$ cat src/rtl/traffic_pkg.sv
// Shared encodings for the traffic light conflict monitor: lamp phases,
// monitor FSM states, fault codes and the per-road fault flag bundle.
package traffic_pkg;

  typedef enum logic [1:0] {
    PH_RED = 2'd0,
    PH_YEL = 2'd1,
    PH_GRN = 2'd2
  } phase_t;

  typedef enum logic [1:0] {
    S_INIT  = 2'd0,
    S_RUN   = 2'd1,
    S_FAULT = 2'd2
  } state_t;

  localparam logic [2:0] FC_NONE      = 3'd0;
  localparam logic [2:0] FC_CONFLICT  = 3'd1;
  localparam logic [2:0] FC_MULTI     = 3'd2;
  localparam logic [2:0] FC_DARK      = 3'd3;
  localparam logic [2:0] FC_SEQ       = 3'd4;
  localparam logic [2:0] FC_SHORT_YEL = 3'd5;

  typedef struct packed {
    logic multi;
    logic dark;
    logic seq;
    logic short_yel;
  } road_flags_t;

  // Staying in the same phase is always fine; only G->Y, Y->R, R->G move forward.
  function automatic logic legal_step(input phase_t held, input phase_t cur);
    legal_step = (held == cur)
              || (held == PH_GRN && cur == PH_YEL)
              || (held == PH_YEL && cur == PH_RED)
              || (held == PH_RED && cur == PH_GRN);
  endfunction

endpackage

$ cat src/rtl/tlm_road_checker.sv
// Per-road lamp checker: decodes the R/Y/G lamps, tracks the last valid phase,
// and raises MULTI/DARK/SEQ/SHORT_YEL flags for the current sample.
module tlm_road_checker
  import traffic_pkg::*;
#(
  parameter int MIN_YELLOW_CYCLES = 3,
  parameter int GLITCH_CYCLES     = 2
) (
  input  logic        i_clk,
  input  logic        i_reset,
  input  logic        i_red,
  input  logic        i_yellow,
  input  logic        i_green,
  input  logic        i_clear,
  input  logic        i_run,
  output logic        o_valid,
  output phase_t      o_phase,
  output road_flags_t o_flags
);

  localparam int GW = $clog2(GLITCH_CYCLES + 1);
  localparam int YW = $clog2(MIN_YELLOW_CYCLES + 1);
  localparam logic [GW-1:0] GLITCH_MAX  = GW'(GLITCH_CYCLES);
  localparam logic [GW-1:0] GLITCH_LAST = GW'(GLITCH_CYCLES - 1);
  localparam logic [YW-1:0] YEL_MAX     = YW'(MIN_YELLOW_CYCLES);

  logic [2:0]    w_lamps;
  logic          w_valid;
  logic          w_dark;
  logic          w_multi;
  phase_t        w_phase;
  logic          w_glitch_hit;

  phase_t        r_held;
  logic [GW-1:0] r_glitch_cnt;
  logic [YW-1:0] r_yel_cnt;

  assign w_lamps = {i_red, i_yellow, i_green};

  always_comb begin
    w_valid = 1'b0;
    w_dark  = 1'b0;
    w_multi = 1'b0;
    w_phase = PH_RED;
    case (w_lamps)
      3'b100:  begin w_valid = 1'b1; w_phase = PH_RED; end
      3'b010:  begin w_valid = 1'b1; w_phase = PH_YEL; end
      3'b001:  begin w_valid = 1'b1; w_phase = PH_GRN; end
      3'b000:  w_dark  = 1'b1;
      default: w_multi = 1'b1;
    endcase
  end

  // The bad sample that brings the run length up to GLITCH_CYCLES is the faulting one.
  assign w_glitch_hit = (w_dark || w_multi) && (r_glitch_cnt >= GLITCH_LAST);

  always_comb begin
    o_flags.multi     = w_multi && w_glitch_hit;
    o_flags.dark      = w_dark && w_glitch_hit;
    o_flags.seq       = i_run && w_valid && !legal_step(r_held, w_phase);
    o_flags.short_yel = i_run && w_valid && (r_held == PH_YEL) && (w_phase == PH_RED)
                        && (r_yel_cnt < YEL_MAX);
  end

  assign o_valid = w_valid;
  assign o_phase = w_phase;

  always_ff @(posedge i_clk) begin
    if (i_reset) begin
      r_held       <= PH_RED;
      r_glitch_cnt <= '0;
      r_yel_cnt    <= '0;
    end else begin
      if (w_valid) begin
        r_held <= w_phase;
      end

      if (i_clear || w_valid) begin
        r_glitch_cnt <= '0;
      end else if (r_glitch_cnt != GLITCH_MAX) begin
        r_glitch_cnt <= r_glitch_cnt + GW'(1);
      end

      // Dark/multi gaps inside a yellow stretch neither count nor reset the run.
      if (i_clear || (w_valid && w_phase != PH_YEL)) begin
        r_yel_cnt <= '0;
      end else if (w_valid && r_yel_cnt != YEL_MAX) begin
        r_yel_cnt <= r_yel_cnt + YW'(1);
      end
    end
  end

endmodule

$ cat src/rtl/traffic_light_conflict_monitor.sv
// Independent watchdog on the six lamp outputs: checks conflict and sequence rules,
// latches the first fault with its code and road, and requests lamp flashing.
module traffic_light_conflict_monitor
  import traffic_pkg::*;
#(
  parameter int MIN_YELLOW_CYCLES = 3,
  parameter int GLITCH_CYCLES     = 2,
  parameter int FLASH_HALF_CYCLES = 5
) (
  input  logic       i_clk,
  input  logic       i_reset,
  input  logic       i_Main_red,
  input  logic       i_Main_yellow,
  input  logic       i_Main_green,
  input  logic       i_Side_red,
  input  logic       i_Side_yellow,
  input  logic       i_Side_green,
  input  logic       i_fault_clear,
  output logic       o_armed,
  output logic       o_fault,
  output logic [2:0] o_fault_code,
  output logic       o_fault_road,
  output logic       o_flash
);

  localparam int FW = $clog2(FLASH_HALF_CYCLES + 1);
  localparam logic [FW-1:0] FLASH_LAST = FW'(FLASH_HALF_CYCLES - 1);

  logic [2:0]    w_lamps [2];
  logic          w_valid [2];
  phase_t        w_phase [2];
  road_flags_t   w_flags [2];

  logic          w_checking;
  logic          w_run;
  logic          w_clear;
  logic          w_conflict;
  logic          w_arm;
  logic [2:0]    w_code;
  logic          w_road;
  logic          w_fault_hit;

  state_t        r_state;
  logic          r_armed;
  logic          r_fault;
  logic [2:0]    r_code;
  logic          r_road;
  logic          r_flash;
  logic [FW-1:0] r_flash_cnt;

  assign w_lamps[0] = {i_Main_red, i_Main_yellow, i_Main_green};
  assign w_lamps[1] = {i_Side_red, i_Side_yellow, i_Side_green};

  assign w_checking = (r_state != S_FAULT);
  assign w_run      = (r_state == S_RUN);
  assign w_clear    = (r_state == S_FAULT) && i_fault_clear;

  genvar gi;
  generate
    for (gi = 0; gi < 2; gi++) begin : g_road
      tlm_road_checker #(
        .MIN_YELLOW_CYCLES (MIN_YELLOW_CYCLES),
        .GLITCH_CYCLES     (GLITCH_CYCLES)
      ) u_checker (
        .i_clk    (i_clk),
        .i_reset  (i_reset),
        .i_red    (w_lamps[gi][2]),
        .i_yellow (w_lamps[gi][1]),
        .i_green  (w_lamps[gi][0]),
        .i_clear  (w_clear),
        .i_run    (w_run),
        .o_valid  (w_valid[gi]),
        .o_phase  (w_phase[gi]),
        .o_flags  (w_flags[gi])
      );
    end
  endgenerate

  assign w_conflict = w_valid[0] && w_valid[1]
                   && (w_phase[0] != PH_RED) && (w_phase[1] != PH_RED);
  assign w_arm      = w_valid[0] && w_valid[1]
                   && ((w_phase[0] == PH_RED) || (w_phase[1] == PH_RED));

  // Lowest code wins; within a code the main road (index 0) wins.
  always_comb begin
    w_code = FC_NONE;
    w_road = 1'b0;
    if (w_conflict) begin
      w_code = FC_CONFLICT;
    end else if (w_flags[0].multi || w_flags[1].multi) begin
      w_code = FC_MULTI;
      w_road = !w_flags[0].multi;
    end else if (w_flags[0].dark || w_flags[1].dark) begin
      w_code = FC_DARK;
      w_road = !w_flags[0].dark;
    end else if (w_flags[0].seq || w_flags[1].seq) begin
      w_code = FC_SEQ;
      w_road = !w_flags[0].seq;
    end else if (w_flags[0].short_yel || w_flags[1].short_yel) begin
      w_code = FC_SHORT_YEL;
      w_road = !w_flags[0].short_yel;
    end
  end

  assign w_fault_hit = w_checking && (w_code != FC_NONE);

  always_ff @(posedge i_clk) begin
    if (i_reset) begin
      r_state     <= S_INIT;
      r_armed     <= 1'b0;
      r_fault     <= 1'b0;
      r_code      <= FC_NONE;
      r_road      <= 1'b0;
      r_flash     <= 1'b0;
      r_flash_cnt <= '0;
    end else begin
      case (r_state)
        S_INIT, S_RUN: begin
          if (w_fault_hit) begin
            r_state     <= S_FAULT;
            r_armed     <= 1'b0;
            r_fault     <= 1'b1;
            r_code      <= w_code;
            r_road      <= w_road;
            r_flash     <= 1'b1;
            r_flash_cnt <= '0;
          end else if (r_state == S_INIT && w_arm) begin
            r_state <= S_RUN;
            r_armed <= 1'b1;
          end
        end
        S_FAULT: begin
          if (i_fault_clear) begin
            r_state     <= S_INIT;
            r_armed     <= 1'b0;
            r_fault     <= 1'b0;
            r_code      <= FC_NONE;
            r_road      <= 1'b0;
            r_flash     <= 1'b0;
            r_flash_cnt <= '0;
          end else if (r_flash_cnt == FLASH_LAST) begin
            r_flash     <= !r_flash;
            r_flash_cnt <= '0;
          end else begin
            r_flash_cnt <= r_flash_cnt + FW'(1);
          end
        end
        default: begin
          r_state <= S_INIT;
        end
      endcase
    end
  end

  assign o_armed      = r_armed;
  assign o_fault      = r_fault;
  assign o_fault_code = r_code;
  assign o_fault_road = r_road;
  assign o_flash      = r_flash;

endmodule
$ cat config.mk
export PLATFORM = sky130hd
export DESIGN_NAME = traffic_light_conflict_monitor
export DESIGN_NICKNAME = d
export VERILOG_FILES = /design/src/rtl/traffic_pkg.sv /design/src/rtl/tlm_road_checker.sv /design/src/rtl/traffic_light_conflict_monitor.sv
export SDC_FILE = /design/constraint.sdc
export NUM_CORES = 1
export LEC_CHECK = 0
export ABC_AREA = 1
export BUFFER_PORTS_ARGS = -buffer_cell sky130_fd_sc_hd__buf_4
export CORE_MARGIN = 10
export CORE_UTILIZATION = 40
export CTS_CLUSTER_DIAMETER = 80
export CTS_CLUSTER_SIZE = 20
export DETAILED_ROUTE_END_ITERATION = 6
export PLACE_DENSITY = 0.58
export SKIP_LAST_GASP = 1
export SLEW_MARGIN = 20
export SYNTH_ARGS = -nofsm -noshare
export SYNTH_HDL_FRONTEND = slang
export SYNTH_SLANG_ARGS = --single-unit
$ cat constraint.sdc
create_clock -name i_clk -period 2.15 [get_ports i_clk]
set_clock_uncertainty 0.1 [all_clocks]
set_input_delay 0.3225 -clock i_clk [delete_from_list [all_inputs] [get_ports i_clk]]
set_output_delay 0.3225 -clock i_clk [all_outputs]
set_load 0.01 [all_outputs]
==> flow_metrics.env <==
export IMPL_syn_to_final_growth_pct=14.9
export IMPL_ys_seq_elements=24
export IMPL_fin_util_pct=49.0
export IMPL_end_kind="register"
export IMPL_grt_usage_pct=9.91
export IMPL_max_freq_mhz=562
export IMPL_via_per_inst=4.88
export IMPL_drc=0
export IMPL_cp_max_fo=3
export IMPL_ant_nets=0
export IMPL_path_clk_slew_ns=0.09
export IMPL_syn_inst=216
export IMPL_min_period_ns=1.78
export IMPL_yosys_warnings=0
export IMPL_vias=1375
export IMPL_layout_nets=252
export IMPL_root_buffer="clkbuf_8"
export IMPL_cts_resized=0
export IMPL_slew_violations=0
export IMPL_num_rows=22
export IMPL_rsz0062_at_grt="no"
export IMPL_start_util_pct=42.7
export IMPL_h_tree_depth=1
export IMPL_synth_ff_type="dfxtp_1"
export IMPL_die_w_um=83.4
export IMPL_coreArea_um2=3770
export IMPL_max_cap_viol_count=0
export IMPL_cp_slowest_cell="dfxtp_1"
export IMPL_cts_tree="done"
export IMPL_setup_viol=0
export IMPL_seq_area_frac_synth_pct=29.9
export IMPL_drtIter0Drc=60
export IMPL_ys_async_sr_fraction_pct=0
export IMPL_hold_path_class="input port to register"
export IMPL_gp_congestion=0.824
export IMPL_pin_count=16
export IMPL_grt_max_degree=15
export IMPL_cp_common_cell="nand2_1"
export IMPL_min_period_over_period_pct=82.8
export IMPL_critical_path_class="register to register"
export IMPL_power_density_nw_per_um2=802
export IMPL_hold_violations=0
export IMPL_post_cts_setup_buffer_count=0
export IMPL_cts_hold_buffers=0
export IMPL_p_total_mw=1.48
export IMPL_max_slew_margin_pct=83.7
export IMPL_cpPeakStageDelay_ns=0.32
export IMPL_dp_hpwl_um=2650
export IMPL_critPathArrivalTime_ns=1.85
export IMPL_clkSinkCount=24
export IMPL_grt_pass1_vias=1395
export IMPL_die_y_um=83.4
export IMPL_clk_latency_ns=0.27
export IMPL_start_kind="register"
export IMPL_final_layout_size_suffix_gt1_share_pct=25.2
export IMPL_antenna_cells=0
export IMPL_grt_pass1_wl_um=6110
export IMPL_dieArea_um2=6960
export IMPL_cp_required_ns=2.22
export IMPL_worst_pin_slew_ns=0.244
export IMPL_cts_buffer_depth=2
export IMPL_port_buffers=15
export IMPL_synthesis_nets=233
export IMPL_setup_tns_ns=0
export IMPL_first_pass_iters=4
export IMPL_status="completed"
export IMPL_wl_per_cell_um=11.5
export IMPL_antenna_found_initial=0
export IMPL_synth_cell_types=27
export IMPL_wl_um=3240
export IMPL_peakVddDrop_v=0.000422
export IMPL_p_leak_nw=0.906
export IMPL_synth_edf_count=0
export IMPL_fill_cells=376
export IMPL_synth_area_per_cell_um2=7.45
export IMPL_overflow=0
export IMPL_cts_buffers=3
export IMPL_worstPathCellList="inv_1 > ha_1 > nor2_1 > nand2_1 > nand2_1 > inv_2 > nand3_4 > nor2_8 > nand4_4 > nor2_2 > nand2_2 > nand4_1 > nand2_1"
export IMPL_netlist_area_um2=1610
cells in the final DEF (no fill, tap or decap), drive strengths merged:
| master | count |
|---|---|
| bufinv | 1 |
| o21ai | 9 |
| ha | 8 |
| a21oi | 14 |
| dfxtp | 24 |
| nand3 | 25 |
| nand4 | 7 |
| clkinv | 1 |
| nor2 | 23 |
| nor3 | 2 |
| buf | 15 |
| inv | 40 |
| nand2 | 51 |
| a211oi | 2 |
| mux2i | 2 |
| clkbuf | 3 |
| xor2 | 4 |
| nand3b | 3 |
cell usage after synthesis (2+ instances only):
cell type / number / area share (%)
inv_2: 11 / 2.6
mux2i_1: 2 / 1.2
ha_1: 8 / 6.2
a211oi_1: 2 / 0.93
inv_1: 29 / 6.8
nor2_1: 16 / 3.7
o21ai_1: 5 / 1.6
nand3_4: 6 / 6.5
nor2_2: 5 / 1.9
nand3_1: 14 / 4.4
xor2_1: 4 / 2.2
dfxtp_1: 24 / 30
o21ai_0: 4 / 1.2
nand2_2: 5 / 1.9
nand4_1: 6 / 2.3
nand2_1: 42 / 9.8
nand2_4: 4 / 2.8
a21oi_1: 14 / 4.4
nand3b_1: 2 / 0.93
nand3_2: 5 / 3.1
nor3_1: 2 / 0.62
kinds of logic (layout without fill, tap and decap cells):
family	Yosys count	after routing	synth area share, %
mux	2	2	1.24
compound gates	25	25	8.09
fa+ha+maj	8	8	6.22
xor+xnor	4	4	2.18
simple gates	111	111	42.6
buf+inv	42	60	9.80
flops	24	24	29.9
worst paths after layout:
check | cells past startpoint | start | end | slack [ns]
worst min register to register | 2 | g_road[0].u_checker.r_yel_cnt[1] | g_road[0].u_checker.r_yel_cnt[1] | 0.37
worst max register to register | 13 | g_road[0].u_checker.r_glitch_cnt[0] | o_armed | 0.37
worst min-delay path | 2 | i_reset | o_fault_code[0] | 0.23
worst max-delay path | 13 | g_road[0].u_checker.r_glitch_cnt[0] | o_armed | 0.37
power breakdown:
group / internal, mW / leakage [nW] / switching, mW / total [mW]
Combinational: 0.205 / 0.673 / 0.326 / 0.531
Sequential: 0.511 / 0.197 / 0.0422 / 0.553
Clock: 0.249 / 0.0357 / 0.151 / 0.400
Total: 0.965 / 0.906 / 0.519 / 1.48
sequential cells by signal (all words and copies together) (netlist names):
name / cells
o_flash: 1
r_state: 2
g_road.u_checker.r_yel_cnt: 4
o_fault_code: 3
o_fault_road: 1
r_flash_cnt: 3
g_road.u_checker.r_glitch_cnt: 4
g_road.u_checker.r_held: 4
o_armed: 1
o_fault: 1
metrics by stage:
step           hold slack, ns  cell area (um^2)  instances  worst slack, ns
2_1_floorplan           0.301              1610        216            0.537
3_3_place_gp            0.360              1780        278            0.314
3_5_place_dp            0.357              1780        278            0.321
4_1_cts                 0.229              1850        282            0.334
5_1_grt                 0.231              1850        282            0.174
6_report                0.231              1850        282            0.370
critical path, delay by kind of cell, from the launching register on:
family / cells / cell delay [ns]
and+or+nand+nor: 10 / 0.94
DFF: 1 / 0.32
adders and majority gates: 1 / 0.17
buffers and inverters: 2 / 0.17
per-layer routing:
metal / vias up / share of wire, % / GRT usage, %
met2: 18 / 48 / 17.2
li1: 726 / - / -
met4: 0 / 1.3 / 3.18
met5: - / 0 / 0
met3: 5 / 2.5 / 1.76
met1: 626 / 48 / 11.9
final cells by class:
| class | instances | area, um^2 | area share, % |
|---|---|---|---|
| Tap cell | 48 | 60.1 | 3.25 |
| Sequential cell | 24 | 480 | 26.0 |
| Multi-Input combinational cell | 150 | 971 | 52.5 |
| Inverter | 41 | 154 | 8.32 |
| Timing Repair Buffer | 15 | 113 | 6.09 |
| Clock inverter | 1 | 30.0 | 1.62 |
| Clock buffer | 3 | 41.3 | 2.23 |
(Power assumes the default switching activity.)
